<file path="src/rtl/nios_fprint_processor0_0_cpu0_mul_seq.sv">
// Issue/retire sequencer around the CPU's two-register 32x32 multiplier cell.
// Drives the cell's operands and stage enables, and returns the selected result word with its tag.
module nios_fprint_processor0_0_cpu0_mul_seq #(
  parameter int TAG_W = 5
) (
  input  logic             clk,
  input  logic             reset,
  input  logic             req_valid,
  output logic             req_ready,
  input  logic [1:0]       req_op,
  input  logic [31:0]      req_a,
  input  logic [31:0]      req_b,
  input  logic [TAG_W-1:0] req_tag,
  input  logic             flush,
  output logic [31:0]      mul_src1,
  output logic [31:0]      mul_src2,
  output logic             mul_src1_signed,
  output logic             mul_src2_signed,
  output logic             mul_m_en,
  output logic             mul_a_en,
  input  logic [63:0]      mul_result,
  output logic             res_valid,
  input  logic             res_ready,
  output logic [31:0]      res_data,
  output logic [TAG_W-1:0] res_tag,
  output logic [1:0]       inflight,
  output logic [31:0]      ops_done
);

  typedef enum logic [1:0] {
    OP_MUL    = 2'd0,
    OP_MULXSS = 2'd1,
    OP_MULXSU = 2'd2,
    OP_MULXUU = 2'd3
  } mul_op_e;

  typedef struct packed {
    logic [1:0]       op;
    logic [TAG_W-1:0] tag;
  } stage_t;

  logic        v_m, v_a;
  stage_t      st_m, st_a;
  logic [31:0] ops_cnt;
  logic        a_en, m_en, accept, retire;

  // Stage enables ripple backwards from the consumer so a full pipe still
  // advances in lockstep when res_ready is high.
  assign a_en   = ~v_a | res_ready;
  assign m_en   = ~v_m | a_en;
  assign accept = req_valid & req_ready;
  assign retire = res_valid & res_ready;

  assign req_ready = ~reset & m_en & ~flush;
  assign mul_m_en  = ~reset & m_en;
  assign mul_a_en  = ~reset & a_en;

  assign mul_src1        = req_a;
  assign mul_src2        = req_b;
  assign mul_src1_signed = (req_op == OP_MULXSS) | (req_op == OP_MULXSU);
  assign mul_src2_signed = (req_op == OP_MULXSS);

  always_ff @(posedge clk or posedge reset) begin
    if (reset) begin
      v_m  <= 1'b0;
      v_a  <= 1'b0;
      st_m <= '0;
      st_a <= '0;
    end else if (flush) begin
      v_m <= 1'b0;
      v_a <= 1'b0;
    end else begin
      if (a_en) begin
        v_a  <= v_m;
        st_a <= st_m;
      end
      if (m_en) begin
        v_m <= accept;
        if (accept) st_m <= '{op: req_op, tag: req_tag};
      end
    end
  end

  // A result retiring on a flush edge was already delivered, so it still counts.
  always_ff @(posedge clk or posedge reset) begin
    if (reset)       ops_cnt <= '0;
    else if (retire) ops_cnt <= ops_cnt + 32'd1;
  end

  always_comb begin
    res_valid = v_a & ~reset;
    res_data  = '0;
    res_tag   = '0;
    if (res_valid) begin
      res_tag  = st_a.tag;
      res_data = (st_a.op == OP_MUL) ? mul_result[31:0] : mul_result[63:32];
    end
  end

  assign inflight = reset ? 2'd0 : ({1'b0, v_m} + {1'b0, v_a});
  assign ops_done = ops_cnt;

endmodule

</file>
<file path="config.mk">
export PLATFORM = sky130hd
export DESIGN_NAME = nios_fprint_processor0_0_cpu0_mul_seq
export DESIGN_NICKNAME = d
export VERILOG_FILES = /design/src/rtl/nios_fprint_processor0_0_cpu0_mul_seq.sv
export SDC_FILE = /design/constraint.sdc
export NUM_CORES = 1
export LEC_CHECK = 0
export ABC_CLOCK_PERIOD_IN_PS = 7100
export CAP_MARGIN = 20
export CORE_AREA = 2 2 109 111
export DETAILED_ROUTE_END_ITERATION = 7
export DIE_AREA = 0 0 111 113
export PLACE_DENSITY = 0.81
export SLEW_MARGIN = 20
export SYNTH_ARGS = -nofsm -noshare
export SYNTH_HDL_FRONTEND = slang
export SYNTH_SLANG_ARGS = --single-unit
export TNS_END_PERCENT = 20
</file>
<file path="constraint.sdc">
create_clock -name clk -period 7.1 [get_ports clk]
set_clock_uncertainty 0.2 [all_clocks]
set_input_delay 1.42 -clock clk [delete_from_list [all_inputs] [get_ports clk]]
set_output_delay 1.42 -clock clk [all_outputs]
set_load 0.005 [all_outputs]
</file>
==> results.json <==
{
  "status": "complete, no violations",
  "r2r-start": "ops_done[0]$_DFFE_PP0P_",
  "post-dp-hpwl_mm": 9.23,
  "cts_setup_buffers": 0,
  "yosysWarnings": 0,
  "numPortBuffers": 152,
  "finalSetupTns_ps": 0,
  "postCtsResizedCells": 0,
  "cts.sinks": 48,
  "core_area_um2": 11300,
  "antenna_found_initial": 0,
  "cp.required_ps": 5480,
  "syn2layout_area_growth_pct": 43.0,
  "wl_per_cell_um": 19.8,
  "grt_first_pass_wirelength_mm": 17.5,
  "grt_start_max_net_pins": 49,
  "ios": 281,
  "yosysSeqAreaShare_pct": 38.2,
  "period_minus_slack_ps": 5110,
  "max-cap-violations": 0,
  "slew_viol_final": 0,
  "first_pass_iters": 4,
  "critPathCaptureType": "output pin",
  "clk_pin_slew_worst_paths_ps": 70,
  "wirelength_mm": 11.6,
  "drc": 0,
  "clk-insertion-delay-late_ps": 280,
  "layout-drive-gt1-share_pct": 9.05,
  "path_max_fanout": 33,
  "fin_ws_ps": 1990,
  "cts_buffers": 5,
  "grt_pass1_vias": 2951,
  "maxSlewHeadroom_pct": 47.8,
  "holdPathEnd": "ops_done[31]$_DFFE_PP0P_",
  "ys_types": 32,
  "worstPathArrival_ps": 3490,
  "dr_total_vias": 2852,
  "fin_crit_sh_pct": 72.0,
  "cts.hold.buffers_added": 0,
  "synthCells": 357,
  "holdCritPathClass": "flop to flop",
  "die-area_um2": 12500,
  "cellPowerDensity_nw_per_um2": 169,
  "layout_commonest_cell": "clkdlybuf4s50_1",
  "path_class": "input pin to output pin",
  "syn_area_per_cell_um2": 8.81,
  "vias_per_cell": 4.88,
  "r2r_cells": 5,
  "n_antenna_cell": 0,
  "start_util_pct": 27.9,
  "tritoncts": "yes",
  "worstReg2RegEnd": "ops_done[18]$_DFFE_PP0P_",
  "setup_violations": 0,
  "clock.fmax_mhz": 196,
  "nNetsFinal": 584,
  "tightest_slew_ps": 776,
  "std_cell_rows": 39,
  "syn-cell-area_um2": 3140,
  "synth.ff_latch_count": 48,
  "fp.dieW_um": 111,
  "hold_depth": 1,
  "startpoint_type": "input pin",
  "fillers": 1119,
  "grt-ovfl-total": 0,
  "final_cell_mix": "clkdlybuf4s50_1, nand2_1, dfrtp_1, a21oi_1, xnor2_1",
  "place_ws_ps": 1620,
  "clk_path_buf_depth": 2,
  "hp-start": "ops_done[31]$_DFFE_PP0P_",
  "drtIter0Drc": 168,
  "reg2reg_slack_ps": 4980,
  "rsz0062_at_grt": "false",
  "synth_nets": 500,
  "peakVddDrop_uv": 119,
  "cts-root-buf": "clkbuf_16",
  "track_usage_pct": 17.9,
  "die_h_um": 113,
  "p_leak_nw": 1.85,
  "h-tree-depth": 2,
  "finalHoldViolCount": 0,
  "gp_congestion": 0.918,
  "ant_nets": 0
}
-- power by group --
group	total, W	internal [W]	switching [W]	leakage [nW]
clock network	0.000263	0.000165	0.0000977	0.0798
logic	0.000178	0.0000961	0.0000818	1.14
registers	0.000317	0.000298	0.0000189	0.627
total	0.000758	0.000559	0.000198	1.85
-- logic make-up after synthesis --
family	Yosys count	synth area share [%]
AOI/OAI and AO/OA	35	5.65
xor gates and xnor gates	31	8.64
adders and majority gates	3	1.19
buffers and inverters	84	17.9
DFF	48	38.2
muxes	15	5.37
and+or+nand+nor	141	23.0
-- critical path, stage by stage --
cell and delay (ps):
clkdlybuf4s50_1 540, inv_2 110, nand2_2 360, a21oi_1 460, clkdlybuf4s50_1 570
-- registers in the layout (all words and copies together), names as in the netlist --
name	count
ops_done	32
st_a	7
st_m	7
v_a	1
v_m	1
-- stage by stage --
| step | total power [W] | cell area (um^2) | util, % | hold WS, ps | instances |
|---|---|---|---|---|---|
| final | 0.000758 | 4500 | 39.9 | 293 | 585 |
| after CTS | 0.000765 | 4490 | 39.9 | 302 | 585 |
| after global routing | 0.000798 | 4500 | 39.9 | 313 | 585 |
| after detailed placement | 0.000500 | 4330 | 38.4 | 283 | 577 |
| after floorplan | 0.000434 | 3140 | - | 265 | 357 |
| after global placement | 0.000495 | 4330 | 38.4 | 280 | 577 |
-- cells in the mapped netlist --
library cell / count / area share, %
and4_1: 3 / 0.84
nand4_1: 8 / 1.6
nor2_1: 11 / 1.3
buf_1: 2 / 0.24
buf_4: 64 / 15
ha_1: 3 / 1.2
and3_1: 2 / 0.40
nor4_2: 7 / 2.8
a21oi_1: 33 / 5.3
o21ai_0: 1 / 0.16
nand3b_1: 1 / 0.24
and2_1: 6 / 1.2
mux2_2: 15 / 5.4
or2_2: 1 / 0.20
buf_6: 1 / 0.36
nand2_1: 77 / 9.2
or4_4: 1 / 0.36
nor2b_1: 3 / 0.60
nand4_2: 2 / 0.80
dfrtp_1: 48 / 38
nor3_1: 5 / 0.80
nand3_1: 10 / 1.6
or3_1: 1 / 0.20
nand4b_1: 1 / 0.28
a211oi_1: 1 / 0.24
inv_1: 6 / 0.72
nor4b_2: 1 / 0.48
clkinv_1: 1 / 0.12
or2_1: 1 / 0.20
clkbuf_1: 10 / 1.2
xor2_1: 12 / 3.3
xnor2_1: 19 / 5.3
-- metal layers --
metal  vias up  wire [um]  global-route usage, %
met5         -          0                  0.784
met2       228       5660                   30.4
met1      1323       4080                   19.0
li1       1283          -                      -
met4         0        148                   3.67
met3        18       1690                   11.1
-- how the worst max path moves through the flow --
stage          slack (ps)  start  cells after the start           end
6_report             1990  reset                      5  res_data[30]
3_5_place_dp         1620  reset                      5  res_data[30]
4_1_cts              1610  reset                      5  res_data[30]
5_1_grt              1850  reset                      6    res_tag[4]
2_1_floorplan        2330  reset                      4  res_data[10]
3_3_place_gp         1670  reset                      5  res_data[30]
-- cell type report --
type	count	area (um^2)	share of cell area (%)
timing repair buffer	154	1540	34.2
multi-input combinational	225	1390	30.8
sequential	48	1200	26.7
tap	143	179	3.98
clock buffer	5	125	2.78
clock inverter	3	42.5	0.946
inverter	7	26.3	0.584
Power figures use the tool's default switching activity.
